==> src/rtl/ysyx_25040111_lsu_axi_pkg.sv <==
// ysyx_25040111_lsu_axi_pkg: shared FSM encodings, response codes and AXI constants for the LSU
package ysyx_25040111_lsu_axi_pkg;

  typedef logic [2:0] lsu_state_t;
  typedef logic [1:0] rsp_err_t;

  localparam lsu_state_t S_IDLE = 3'd0;
  localparam lsu_state_t S_CHK  = 3'd1;
  localparam lsu_state_t S_AR   = 3'd2;
  localparam lsu_state_t S_R    = 3'd3;
  localparam lsu_state_t S_AWW  = 3'd4;
  localparam lsu_state_t S_B    = 3'd5;
  localparam lsu_state_t S_FLT  = 3'd6;

  localparam rsp_err_t RSP_OK      = 2'b00;
  localparam rsp_err_t RSP_MISAL   = 2'b01;
  localparam rsp_err_t RSP_BUSERR  = 2'b10;
  localparam rsp_err_t RSP_LASTERR = 2'b11;

  localparam logic [1:0] AXI_BURST_INCR = 2'b01;
  localparam logic [1:0] AXI_RESP_OKAY  = 2'b00;

endpackage

==> src/rtl/ysyx_25040111_lsu_axi_lane.sv <==
// ysyx_25040111_lsu_lane: combinational byte-lane steering for store alignment and load extraction
module ysyx_25040111_lsu_lane #(
  parameter int DATA_W = 32,
  localparam int OFS_W = $clog2(DATA_W / 8),
  localparam int SW = DATA_W / 8
) (
  input  logic [OFS_W-1:0]  ofs,
  input  logic [2:0]        size,
  input  logic              sign,
  input  logic              first,
  input  logic [DATA_W-1:0] st_data,
  input  logic [DATA_W-1:0] ld_raw,
  output logic [DATA_W-1:0] st_wdata,
  output logic [SW-1:0]     st_strb,
  output logic [DATA_W-1:0] ld_data
);

  logic [2:0]        sz;
  logic [DATA_W-1:0] sh;
  logic              msb;

  // Oversized requests never reach the bus, so clamping keeps every index in range
  always_comb begin
    sz = (size > 3'(OFS_W)) ? 3'(OFS_W) : size;
    st_wdata = st_data << {ofs, 3'b000};
    st_strb = SW'((32'd1 << (32'd1 << sz)) - 32'd1) << ofs;
    sh = first ? ld_raw >> {ofs, 3'b000} : ld_raw;
    msb = (sz == 3'd0) ? sh[7] : (sz == 3'd1) ? sh[15] : (sz == 3'd2) ? sh[31] : sh[DATA_W-1];
    ld_data = '0;
    for (int i = 0; i < DATA_W; i++)
      ld_data[i] = (i < (8 << sz)) ? sh[i] : (sign & msb);
  end

endmodule

==> src/rtl/ysyx_25040111_lsu_axi.sv <==
// ysyx_25040111_lsu_axi: load/store unit mastering one AXI4 port with read bursts and error reporting
module ysyx_25040111_lsu_axi
  import ysyx_25040111_lsu_axi_pkg::*;
#(
  parameter int DATA_W = 32,
  parameter int ADDR_W = 32,
  parameter int MAX_LEN = 8,
  parameter int AXI_ID = 0,
  localparam int OFS_W = $clog2(DATA_W / 8),
  localparam int SW = DATA_W / 8
) (
  input  logic              clock,
  input  logic              reset,
  input  logic              req_valid,
  output logic              req_ready,
  input  logic              req_we,
  input  logic [ADDR_W-1:0] req_addr,
  input  logic [2:0]        req_size,
  input  logic              req_sign,
  input  logic [7:0]        req_len,
  input  logic [DATA_W-1:0] req_wdata,
  output logic              rsp_valid,
  output logic [DATA_W-1:0] rsp_data,
  output logic              rsp_last,
  output logic [1:0]        rsp_err,
  output logic              io_master_awvalid,
  input  logic              io_master_awready,
  output logic [ADDR_W-1:0] io_master_awaddr,
  output logic [3:0]        io_master_awid,
  output logic [7:0]        io_master_awlen,
  output logic [2:0]        io_master_awsize,
  output logic [1:0]        io_master_awburst,
  output logic              io_master_wvalid,
  input  logic              io_master_wready,
  output logic [DATA_W-1:0] io_master_wdata,
  output logic [SW-1:0]     io_master_wstrb,
  output logic              io_master_wlast,
  output logic              io_master_bready,
  input  logic              io_master_bvalid,
  input  logic [1:0]        io_master_bresp,
  input  logic [3:0]        io_master_bid,
  output logic              io_master_arvalid,
  input  logic              io_master_arready,
  output logic [ADDR_W-1:0] io_master_araddr,
  output logic [3:0]        io_master_arid,
  output logic [7:0]        io_master_arlen,
  output logic [2:0]        io_master_arsize,
  output logic [1:0]        io_master_arburst,
  output logic              io_master_rready,
  input  logic              io_master_rvalid,
  input  logic [DATA_W-1:0] io_master_rdata,
  input  logic [1:0]        io_master_rresp,
  input  logic              io_master_rlast,
  input  logic [3:0]        io_master_rid
);

  lsu_state_t        state_q, state_d;
  logic [ADDR_W-1:0] addr_q, addr_d;
  logic              we_q, we_d;
  logic [2:0]        size_q, size_d;
  logic              sign_q, sign_d;
  logic [7:0]        len_q, len_d;
  logic [DATA_W-1:0] wdata_q, wdata_d;
  logic [7:0]        cnt_q, cnt_d;
  logic              aw_pend_q, aw_pend_d;
  logic              w_pend_q, w_pend_d;
  logic              rsp_valid_q, rsp_valid_d;
  logic [DATA_W-1:0] rsp_data_q, rsp_data_d;
  logic              rsp_last_q, rsp_last_d;
  rsp_err_t          rsp_err_q, rsp_err_d;
  logic [7:0]        amask;
  logic              illegal;
  logic              beat_last;
  logic [DATA_W-1:0] lane_wdata;
  logic [SW-1:0]     lane_strb;
  logic [DATA_W-1:0] lane_ldata;
  logic              unused_ids;

  ysyx_25040111_lsu_lane #(.DATA_W(DATA_W)) u_lane (
    .ofs      (addr_q[OFS_W-1:0]),
    .size     (size_q),
    .sign     (sign_q),
    .first    (cnt_q == 8'd0),
    .st_data  (wdata_q),
    .ld_raw   (io_master_rdata),
    .st_wdata (lane_wdata),
    .st_strb  (lane_strb),
    .ld_data  (lane_ldata)
  );

  assign unused_ids = ^{io_master_bid, io_master_rid};

  // Legality of the latched request: alignment, size vs bus width, burst shape and length
  always_comb begin
    amask = 8'((9'd1 << size_q) - 9'd1);
    beat_last = cnt_q == len_q;
    illegal = (|(addr_q[7:0] & amask)) || (size_q > 3'(OFS_W)) ||
              ((len_q != 8'd0) && ((size_q != 3'(OFS_W)) || we_q)) ||
              ({24'd0, len_q} >= 32'(MAX_LEN));
  end

  // Request sequencing and registered response generation
  always_comb begin
    state_d = state_q;
    addr_d = addr_q;
    we_d = we_q;
    size_d = size_q;
    sign_d = sign_q;
    len_d = len_q;
    wdata_d = wdata_q;
    cnt_d = cnt_q;
    aw_pend_d = aw_pend_q;
    w_pend_d = w_pend_q;
    rsp_valid_d = 1'b0;
    rsp_data_d = '0;
    rsp_last_d = 1'b0;
    rsp_err_d = RSP_OK;
    case (state_q)
      S_IDLE: if (req_valid) begin
        addr_d = req_addr;
        we_d = req_we;
        size_d = req_size;
        sign_d = req_sign;
        len_d = req_len;
        wdata_d = req_wdata;
        state_d = S_CHK;
      end
      S_CHK: begin
        cnt_d = 8'd0;
        aw_pend_d = !illegal && we_q;
        w_pend_d = !illegal && we_q;
        state_d = illegal ? S_FLT : we_q ? S_AWW : S_AR;
      end
      S_FLT: begin
        rsp_valid_d = 1'b1;
        rsp_last_d = 1'b1;
        rsp_err_d = RSP_MISAL;
        state_d = S_IDLE;
      end
      S_AR: state_d = io_master_arready ? S_R : S_AR;
      S_R: if (io_master_rvalid) begin
        rsp_valid_d = 1'b1;
        rsp_data_d = lane_ldata;
        rsp_last_d = beat_last;
        rsp_err_d = (io_master_rlast != beat_last) ? RSP_LASTERR :
                    (io_master_rresp != AXI_RESP_OKAY) ? RSP_BUSERR : RSP_OK;
        cnt_d = beat_last ? 8'd0 : cnt_q + 8'd1;
        state_d = beat_last ? S_IDLE : S_R;
      end
      S_AWW: begin
        aw_pend_d = aw_pend_q && !io_master_awready;
        w_pend_d = w_pend_q && !io_master_wready;
        state_d = (aw_pend_d || w_pend_d) ? S_AWW : S_B;
      end
      S_B: if (io_master_bvalid) begin
        rsp_valid_d = 1'b1;
        rsp_last_d = 1'b1;
        rsp_err_d = (io_master_bresp != AXI_RESP_OKAY) ? RSP_BUSERR : RSP_OK;
        state_d = S_IDLE;
      end
      default: state_d = S_IDLE;
    endcase
  end

  // State and latched request; reset abandons any transaction in flight
  always_ff @(posedge clock or posedge reset) begin
    if (reset) begin
      state_q <= S_IDLE;
      addr_q <= '0;
      we_q <= 1'b0;
      size_q <= '0;
      sign_q <= 1'b0;
      len_q <= '0;
      wdata_q <= '0;
      cnt_q <= '0;
      aw_pend_q <= 1'b0;
      w_pend_q <= 1'b0;
      rsp_valid_q <= 1'b0;
      rsp_data_q <= '0;
      rsp_last_q <= 1'b0;
      rsp_err_q <= RSP_OK;
    end else begin
      state_q <= state_d;
      addr_q <= addr_d;
      we_q <= we_d;
      size_q <= size_d;
      sign_q <= sign_d;
      len_q <= len_d;
      wdata_q <= wdata_d;
      cnt_q <= cnt_d;
      aw_pend_q <= aw_pend_d;
      w_pend_q <= w_pend_d;
      rsp_valid_q <= rsp_valid_d;
      rsp_data_q <= rsp_data_d;
      rsp_last_q <= rsp_last_d;
      rsp_err_q <= rsp_err_d;
    end
  end

  assign req_ready = state_q == S_IDLE;
  assign rsp_valid = rsp_valid_q;
  assign rsp_data = rsp_data_q;
  assign rsp_last = rsp_last_q;
  assign rsp_err = rsp_err_q;

  assign io_master_awvalid = (state_q == S_AWW) && aw_pend_q;
  assign io_master_awaddr = addr_q;
  assign io_master_awid = 4'(AXI_ID);
  assign io_master_awlen = 8'd0;
  assign io_master_awsize = size_q;
  assign io_master_awburst = AXI_BURST_INCR;
  assign io_master_wvalid = (state_q == S_AWW) && w_pend_q;
  assign io_master_wdata = lane_wdata;
  assign io_master_wstrb = lane_strb;
  assign io_master_wlast = 1'b1;
  assign io_master_bready = state_q == S_B;

  assign io_master_arvalid = state_q == S_AR;
  assign io_master_araddr = addr_q;
  assign io_master_arid = 4'(AXI_ID);
  assign io_master_arlen = len_q;
  assign io_master_arsize = size_q;
  assign io_master_arburst = AXI_BURST_INCR;
  assign io_master_rready = state_q == S_R;

endmodule

==> config.mk <==
export PLATFORM = sky130hd
export DESIGN_NAME = ysyx_25040111_lsu_axi
export DESIGN_NICKNAME = d
export VERILOG_FILES = /design/src/rtl/ysyx_25040111_lsu_axi_pkg.sv /design/src/rtl/ysyx_25040111_lsu_axi_lane.sv /design/src/rtl/ysyx_25040111_lsu_axi.sv
export SDC_FILE = /design/constraint.sdc
export NUM_CORES = 1
export LEC_CHECK = 0
export BUFFER_PORTS_ARGS = -buffer_cell sky130_fd_sc_hd__buf_2
export CAP_MARGIN = 10
export CORE_MARGIN = 2
export CORE_UTILIZATION = 50
export DETAILED_ROUTE_END_ITERATION = 8
export MAX_ROUTING_LAYER = met4
export PLACE_DENSITY = 0.83
export SYNTH_ARGS = -nofsm -noshare
export SYNTH_HDL_FRONTEND = slang
export SYNTH_SLANG_ARGS = --single-unit
==> constraint.sdc <==
create_clock -name clock -period 10.1 [get_ports clock]
set_input_delay 2.02 -clock clock [delete_from_list [all_inputs] [get_ports clock]]
set_output_delay 2.02 -clock clock [all_outputs]
set_load 0.02 [all_outputs]
## Word-level counts from Yosys, hierarchy flattened

Cells that the tools add are included.

- Register bits: 126
- Bits of input ports: 130
- Logic and storage cells: 162

- $add $sub $neg: 3
- $lt $le $gt $ge: 34
- Equal/unequal tests: 13
- Shift operators: 7
- Mux-type cells: 63
- Bitwise operators: 2
- Reduce and logical (&&, ||, !) cells: 26

Operators with widths:

| operator | count |
|---|---|
| 6-bit by 32-bit < comparator with 1-bit output, first input constant | 16 |
| 5-bit by 32-bit < comparator with 1-bit output, first input constant | 8 |
| 4-bit by 32-bit < comparator with 1-bit output, first input constant | 4 |
| 32-bit 2-to-1 mux | 3 |
| 3-bit by 32-bit < comparator with 1-bit output, first input constant | 2 |
| 1-bit 2-to-1 mux | 39 |
| 1-bit by 32-bit < comparator with 1-bit output, first input constant | 1 |
| 2-bit by 32-bit < comparator with 1-bit output, first input constant | 1 |
| 1-bit by 3-bit left shift with 32-bit output, first input constant | 1 |
| 1-bit by 32-bit left shift with 4-bit output, first input constant | 1 |
| 32-bit by 5-bit left shift with 32-bit output | 1 |
| 4-bit by 3-bit left shift with 32-bit output, first input constant | 1 |
| 32-bit by 5-bit >> shifter with 32-bit output | 1 |
| 3-bit 2-to-1 mux | 6 |
| 3-bit one-hot mux with 6 select lines | 1 |
| 8-bit 2-to-1 mux | 2 |
| 8-bit one-hot mux with 2 select lines | 1 |
| 2-bit 2-to-1 mux | 6 |
| 3-bit equality test, second input constant | 3 |
| 8-bit by 1-bit adder with 8-bit output, second input constant | 1 |
| 8-bit bitwise AND | 1 |
| 8-bit equality test | 1 |
| 8-bit by 4-bit greater-or-equal comparator with 1-bit output, second input constant | 1 |
| 8-bit zero test | 1 |
| other kinds (24) | 45 |

## Logic depth before layout (Yosys ltp)

Gate-level depths: netlist of run 1.

- Word-level depth: 10
- Gate-level depth with buffers: 8
- Depth with buffers taken out: 7

## Hierarchy

From an unflattened synthesis of run 1, not the netlist that was laid out.

- Cell total of the unflattened synthesis: 693
- Area total of the unflattened synthesis: 7225.7 µm²

By module, submodules not included:

| module | times used | cells each | area each (µm²) |
|---|---|---|---|
| ysyx_25040111_lsu_axi | 1 | 435 | 5669.2 |
| ysyx_25040111_lsu_lane | 1 | 258 | 1556.5 |

## Worst setup path after synthesis of run 1

OpenSTA, ideal clock, no wires.

- Path kind: register to output
- From: register addr_q[0] (netlist: io_master_araddr[0])
- To: output io_master_wdata[20]
- Arrival: 1806 ps
- Slack: 6273 ps
- Cell stages (with the launch flop): 6
- Path buffers: 4
- Cells stage by stage: dfrtp_1 -> buf_2 -> buf_2 -> buf_1 -> clkbuf_1 -> o21ai_0

- Cells in the longest elaborated chain, start to end: 1

Ends and longest elaborated chain:

| item | RTL line | RTL |
|---|---|---|
| start: declaration | ysyx_25040111_lsu_axi.sv:58 | `logic [ADDR_W-1:0] addr_q, addr_d;` |
| start signal: assignment | ysyx_25040111_lsu_axi.sv:184 | `addr_q <= addr_d;` |
| 32-bit by 5-bit left shift with 32-bit output | ysyx_25040111_lsu_axi_lane.sv:25 | `st_wdata = st_data << {ofs, 3'b000};` |
| end: declaration | ysyx_25040111_lsu_axi.sv:35 | `output logic [DATA_W-1:0] io_master_wdata,` |

No other way between the ends.

## Final worst setup path of run 1

- From: register size_q[1] (netlist: io_master_arsize[1])
- To: output io_master_wstrb[1]

- Cells in the longest elaborated chain, start to end: 6

Ends and longest elaborated chain:

| item | RTL line | RTL |
|---|---|---|
| start: declaration | ysyx_25040111_lsu_axi.sv:60 | `logic [2:0] size_q, size_d;` |
| start signal: assignment | ysyx_25040111_lsu_axi.sv:186 | `size_q <= size_d;` |
| 3-bit by 2-bit > comparator with 1-bit output | ysyx_25040111_lsu_axi_lane.sv:24 | `sz = (size > 3'(OFS_W)) ? 3'(OFS_W) : size;` |
| 3-bit 2-to-1 mux * | ysyx_25040111_lsu_axi_lane.sv:24 |  |
| 1-bit by 3-bit left shift with 32-bit output * | ysyx_25040111_lsu_axi_lane.sv:26 | `st_strb = SW'((32'd1 << (32'd1 << sz)) - 32'd1) << ofs;` |
| 1-bit by 32-bit left shift with 4-bit output * | ysyx_25040111_lsu_axi_lane.sv:26 |  |
| 4-bit by 1-bit subtractor with 4-bit output * | ysyx_25040111_lsu_axi_lane.sv:26 |  |
| 4-bit by 2-bit left shift with 4-bit output * | ysyx_25040111_lsu_axi_lane.sv:26 |  |
| end: declaration | ysyx_25040111_lsu_axi.sv:36 | `output logic [SW-1:0] io_master_wstrb,` |

Mark *: on every way between the ends. The rest lies on a longest branch, timed or not.

==> impl_metrics.yaml, run 1 <==
status:
  status: "finished, final reports clean"
critical_path:
  critPathMaxFanout: 12
  worst_path_most_repeated_cell: "nor2_1"
  path_delay_family: "simple AND/OR/NAND/NOR gates"
  arrival_ps: 2630
  r2r_end: "rsp_data[25]"
  end_kind: "output port"
  rrSetupSlack_ps: 7210
  critPathKind: "reg2out"
  start_kind: "flip-flop"
  reg2reg_depth: 7
  cpPeakStageDelay_ps: 700
  regToRegStartpoint: "io_master_araddr[0]"
  slowest_stage: "nor2_1"
  crit_chain: "nor2_1 -> nand2_1 -> nor2_1 -> nor2_1 -> buf_2"
  required_ps: 8080
  worstPathBufferInverterCount: 1
clock_network:
  cts.reportedPaths.clkPinSlew_ps: 60
  cts_buffer_depth: 2
  cts_buffers: 17
  cts-htree-levels: 4
  cts_root_buffer: "clkbuf_16"
  cts_resized: 0
  cts_tree: "built"
  clkSinkCount: 126
  postCtsSetupBuffers: 0
  clock_latency_ps: 420
  cts.hold.buffers_added: 0
routing:
  vias_per_cell: 5.43
  vias: 5798
  post_drt_wl_per_cell_um: 17.1
  drt-pass1-iter-count: 5
  wirelength_mm: 18.2
  drtAntennaViolNets: 0
  route.detailed.drc: 0
  drtIter0Drc: 481
sta:
  min_period_over_period_pct: 46.1
  setup_tns_ps: 0
  hold_viol_final: 0
  slew_headroom_pct: 32.6
  tightest_slew_ps: 1010
  fin_skew_ps: 8.82
  finalCriticalPeriod_ps: 4650
  rsz0062_at_grt: "no"
  clock.fmax_mhz: 215
  slew_violations: 0
  setup_viol: 0
layout:
  drive_gt1_share_pct: 46.0
  seq_area_mm2: 0.00316
  fillers: 1098
  multi_input_area_mm2: 0.00304
  area_growth_pct: 24.9
  nets: 1008
  final_core_util_pct: 64.1
placement:
  io_buffers: 277
  dp_hpwl_mm: 12.8
  gp_congestion: 0.897
synth:
  synth_seq_cells: 126
  yosys_warnings: 0
  synth_cell_types: 52
  async_reset_ff_share_pct: 100
  yosysSeqAreaShare_pct: 46.4
  synth_common_cells: "dfrtp_1 (126), mux2_2 (80), buf_4 (62)"
  synth.avg_cell_area_um2: 10.4
  yosys-top-cells-area: "dfrtp_1 (46%), mux2_2 (13%), buf_4 (6.8%)"
  synth_area_leader_cell: "dfrtp_1"
  syn_inst: 654
  syn_area_mm2: 0.00680
  synth_flop_cell: "dfrtp_1"
  synth.top_cell.area_share_pct: 46.4
  synth_edf_count: 0
  yosysMostFrequentCell: "dfrtp_1"
job:
  drv_cap: 0
floorplanning:
  ios: 307
  core_mm2: 0.0132
  fp.dieW_um: 121
  initial_core_util_pct: 51.3
  row_count: 42
  die-height_um: 121
  dieArea_mm2: 0.0145
worst_hold_path:
  hold_path_depth: 1
  hp-class: "reg2reg"
  worstHoldEndpoint: "wdata_q[26]"
  min_from: "wdata_q[26]"
global_route:
  grt_first_pass_wirelength_mm: 27.9
  grt_max_degree: 79
  grt_usage_pct: 25.7
  gr-total-overflow: 0
  grt_pass1_vias: 5549
  antenna_found_initial: 2
power:
  p_leak_nw: 4.22
  irDropWorstVdd_mv: 0.209
  p_per_area_mw_per_mm2: 366
state kept, by name, summed over array words and instances (netlist names):
| name | flops |
|---|---|
| aw_pend_q | 1 |
| wdata_q | 32 |
| io_master_arlen | 8 |
| io_master_araddr | 32 |
| io_master_arsize | 3 |
| state_q | 3 |
| rsp_valid | 1 |
| w_pend_q | 1 |
| rsp_data | 32 |
| cnt_q | 8 |
| rsp_err | 2 |
| rsp_last | 1 |
| sign_q | 1 |
| we_q | 1 |
layer usage:
metal  vias to the layer above  track usage (%)  wire length, um
met2                       338             42.9             9200
met3                        38             6.75             1610
met5                         -                -                0
met1                      2752             29.3             6900
met4                         0             11.4              527
li1                       2670                -                -
cell type report:
cell class | instances | share of cell area [%]
Clock inverter | 13 | 1.65
Clock buffer | 19 | 5.22
Timing Repair Buffer | 282 | 16.8
Multi-Input combinational cell | 433 | 35.8
Sequential cell | 126 | 37.2
Antenna cell | 2 | 0.0589
Tap cell | 176 | 2.59
Inverter | 16 | 0.737
power breakdown:
group | internal, mW | total [mW] | switching, mW | leakage (nW)
combinational | 0.628 | 1.62 | 0.993 | 2.36
clock | 0.370 | 0.599 | 0.229 | 0.276
sequential | 0.694 | 0.886 | 0.192 | 1.58
total | 1.69 | 3.11 | 1.41 | 4.22
per-stage QoR:
step / instances / hold slack [ps] / total power, mW / setup slack, ps / area, um^2
floorplan: 673 / 473 / 2.12 / 4720 / 6870
CTS: 1065 / 502 / 3.12 / 5450 / 8490
finish: 1067 / 499 / 3.11 / 5450 / 8490
global route: 1067 / 516 / 3.30 / 5210 / 8490
detailed placement: 1033 / 489 / 2.50 / 5950 / 7900
global placement: 1033 / 482 / 2.47 / 5960 / 7900
cell families after synthesis:
kind of cell               share of synthesized area [%]
AOI/OAI and AO/OA                                   13.7
xor gates and xnor gates                            1.16
adders and majority gates                          0.368
buffers and inverters                               9.99
DFF                                                 46.4
muxes                                               15.6
other                                              0.110
and+or+nand+nor                                     12.7
layout by cell type (no fill, tap or decap), types with 5 or more instances in the layout:
master,netlist,final
buf_2,14,277
a21oi_1,40,40
a221oi_1,5,5
mux2_2,80,80
nor2_1,32,32
xnor2_1,9,9
buf_4,62,5
a22o_1,11,11
conb_1,2,21
a22oi_1,7,7
o21ai_0,34,34
dfrtp_1,126,124
mux2i_1,16,16
inv_1,15,14
nand2_1,41,41
a211oi_1,10,10
a31oi_1,10,10
and2_1,19,18
nor3_1,14,14
clkbuf_16,0,17
nor2b_1,33,33
how the worst max path moves through the flow:
| stage | start | end | depth (start not counted) |
|---|---|---|---|
| 6_report | io_master_arsize[1] | io_master_wstrb[1] | 5 |
| 5_1_grt | io_master_arsize[1] | io_master_wstrb[1] | 5 |
| 4_1_cts | io_master_arsize[1] | io_master_wstrb[1] | 5 |
| 3_5_place_dp | io_master_arsize[1] | io_master_wstrb[1] | 5 |
| 3_3_place_gp | io_master_arsize[1] | io_master_wstrb[1] | 5 |
| 2_1_floorplan | reset | aw_pend_q | 1 |
worst reg2reg max path, cell delays in order (launching register included):
cell	delay [ps]
dfrtp_2	760
buf_4	490
nor2b_1	300
buf_4	260
o2bb2ai_1	210
a221oi_4	120
nor3_2	400
nor2b_1	250
Note: power is estimated with default switching activity, not from simulation.
==> run 2: changes to the inputs <==
--- a/config.mk
+++ b/config.mk
@@ -5,13 +5,14 @@
 export SDC_FILE = /design/constraint.sdc
 export NUM_CORES = 1
 export LEC_CHECK = 0
+export ABC_AREA = 1
 export BUFFER_PORTS_ARGS = -buffer_cell sky130_fd_sc_hd__buf_2
 export CAP_MARGIN = 10
 export CORE_MARGIN = 2
-export CORE_UTILIZATION = 50
+export CORE_UTILIZATION = 43
 export DETAILED_ROUTE_END_ITERATION = 8
 export MAX_ROUTING_LAYER = met4
-export PLACE_DENSITY = 0.83
+export PLACE_DENSITY = 0.77
 export SYNTH_ARGS = -nofsm -noshare
 export SYNTH_HDL_FRONTEND = slang
 export SYNTH_SLANG_ARGS = --single-unit
==> constraint.sdc (replaced) <==
create_clock -name clock -period 3.8 [get_ports clock]
set_input_delay 0.76 -clock clock [delete_from_list [all_inputs] [get_ports clock]]
set_output_delay 0.76 -clock clock [all_outputs]
set_load 0.02 [all_outputs]
==> run 2 against run 1 <==
Net effect:
- final cell count up 9.9%
- critical endpoint is now io_master_wstrb[2]
- sequential share of layout area up 0.62 points
- flip-flop and latch count unchanged
- register-to-register slack worse by 6100 ps
- largest power group unchanged
==> impl_metrics.yaml, run 2 <==
sta:
  fin_skew_ps: 11.2
  finalCriticalPeriod_ps: 3130
  tightest_slew_ps: 787
  setup_viol: 0
  worst_hold_slack_ps: 291
  slew_headroom_pct: 47.5
  hold_viol_final: 0
  clock.fmax_mhz: 320
  setup_tns_ps: 0
  slew_violations: 0
  min_period_over_period_pct: 82.2
  rsz0062_at_grt: "no"
synth:
  yosys_warnings: 0
  yosysMostFrequentCell: "nand2_1"
  synth_cell_types: 35
  yosysSeqAreaShare_pct: 48.0
  yosys-top-cells-area: "dfrtp_1 (48%), mux2_2 (9.6%), nand2_1 (7.7%)"
  synth.avg_cell_area_um2: 8.93
  synth_edf_count: 0
  async_reset_ff_share_pct: 100
  syn_area_mm2: 0.00657
  synth.top_cell.area_share_pct: 48.0
  synth_area_leader_cell: "dfrtp_1"
  synth_common_cells: "nand2_1 (134), dfrtp_1 (126), o21ai_0 (78)"
  syn_inst: 736
  synth_flop_cell: "dfrtp_1"
  synth_seq_cells: 126
critical_path:
  start_kind: "flip-flop"
  critPathKind: "reg2out"
  r2r_end: "rsp_data[31]"
  required_ps: 3040
  rrSetupSlack_ps: 1080
  reg2reg_depth: 11
  arrival_ps: 2370
  end_kind: "output port"
  regToRegStartpoint: "io_master_araddr[1]"
  critPathMaxFanout: 21
placement:
  io_buffers: 277
  gp_congestion: 0.849
  dp_hpwl_mm: 13.6
global_route:
  grt_pass1_vias: 5472
  grt_usage_pct: 22.8
  grt_first_pass_wirelength_mm: 27.8
  antenna_found_initial: 2
  grt_max_degree: 66
  gr-total-overflow: 0
clock_network:
  clkSinkCount: 126
  clock_latency_ps: 410
  postCtsSetupBuffers: 0
  cts_resized: 0
  cts_tree: "built"
  cts_root_buffer: "clkbuf_16"
  cts_buffers: 17
  cts.hold.buffers_added: 0
  cts-htree-levels: 4
  cts.reportedPaths.clkPinSlew_ps: 60
  cts_buffer_depth: 2
floorplanning:
  core_mm2: 0.0151
  fp.dieW_um: 128
  die-height_um: 128
  ios: 307
  row_count: 45
  initial_core_util_pct: 43.5
  dieArea_mm2: 0.0163
status:
  status: "finished, final reports clean"
routing:
  drtAntennaViolNets: 0
  dr.max_layer_used: "met4"
  vias_per_cell: 5.02
  drt-met1-wl_mm: 7.55
  route.detailed.drc: 0
  drt-pass1-iter-count: 5
  wirelength_mm: 18.4
  routed-wl-met3_mm: 1.27
  met2_length_mm: 9.29
  post_drt_wl_per_cell_um: 15.7
  vias: 5888
  drtIter0Drc: 407
layout:
  fillers: 1403
  final_common_cell: "buf_2"
  seq_area_mm2: 0.00315
  area_growth_pct: 27.0
  nets: 1103
  multi_input_area_mm2: 0.00267
  drive_gt1_share_pct: 41.1
  final_cell_mix: "buf_2 (277), nand2_1 (134), dfrtp_1 (126), o21ai_0 (78), inv_1 (59)"
power:
  irDropWorstVdd_mv: 0.420
  p_leak_nw: 4.41
  p_per_area_mw_per_mm2: 964
worst_hold_path:
  hp-class: "in2async"
job:
  drv_cap: 0
## run 2: how the worst max path moves through the flow
stage,to,cells after the start,start,slack (ps)
after floorplan,io_master_wdata[19],4,io_master_araddr[0],1470
after global placement,io_master_wdata[18],5,io_master_araddr[1],1070
after detailed placement,io_master_wdata[26],5,io_master_araddr[1],1060
after CTS,io_master_wdata[26],5,io_master_araddr[1],620
after global routing,io_master_wdata[16],5,io_master_araddr[1],490
final,io_master_wstrb[2],5,io_master_araddr[1],670
## run 2: critical path: stages (launching register included)
cell	delay, ps
dfrtp_1	570
buf_4	300
inv_1	590
o21ai_0	200
nand2_1	100
buf_2	190
## run 2: final cells by class
type                            instances  area share [%]
Clock buffer                           18            5.14
Timing Repair Buffer                  285            17.8
Tap cell                              188            2.82
Antenna cell                            2          0.0600
Multi-Input combinational cell        476            31.9
Sequential cell                       126            37.8
Clock inverter                         13            1.50
Inverter                               65            2.97
## run 2: kinds of logic after synthesis
kind of cell | Yosys count | share of synthesized area, %
AND/OR/NAND/NOR | 263 | 17.6
buffers and inverters | 153 | 12.6
AO/OA/AOI/OAI | 132 | 11.5
multiplexers | 56 | 9.60
flip-flops | 126 | 48.0
adder cells (fa/ha/maj) | 2 | 0.381
other | 2 | 0.114
XOR/XNOR | 2 | 0.267
## run 2: metrics by stage
stage          setup WS [ps]  cell area, um^2  power, mW  utilization (%)  instances
6_report                 675             8340       8.04             55.3       1173
5_1_grt                  491             8340       8.60             55.3       1173
4_1_cts                  618             8340       8.12             55.3       1171
3_5_place_dp            1060             7780       6.56             51.6       1140
3_3_place_gp            1070             7780       6.47             51.6       1140
2_1_floorplan           1470             6650       5.43                -        755
## run 2: where the power goes
group	internal [mW]	total [mW]	switching, mW
Sequential	1.84	2.20	0.357
Clock	0.951	1.54	0.585
Combinational	1.47	4.31	2.84
## run 2: routing by layer
layer  vias to the layer above  global-route usage, %
met5                         -                      -
met4                         0                   6.46
met3                        21                   5.57
met2                       265                   39.1
met1                      2782                   26.7
li1                       2820                      -
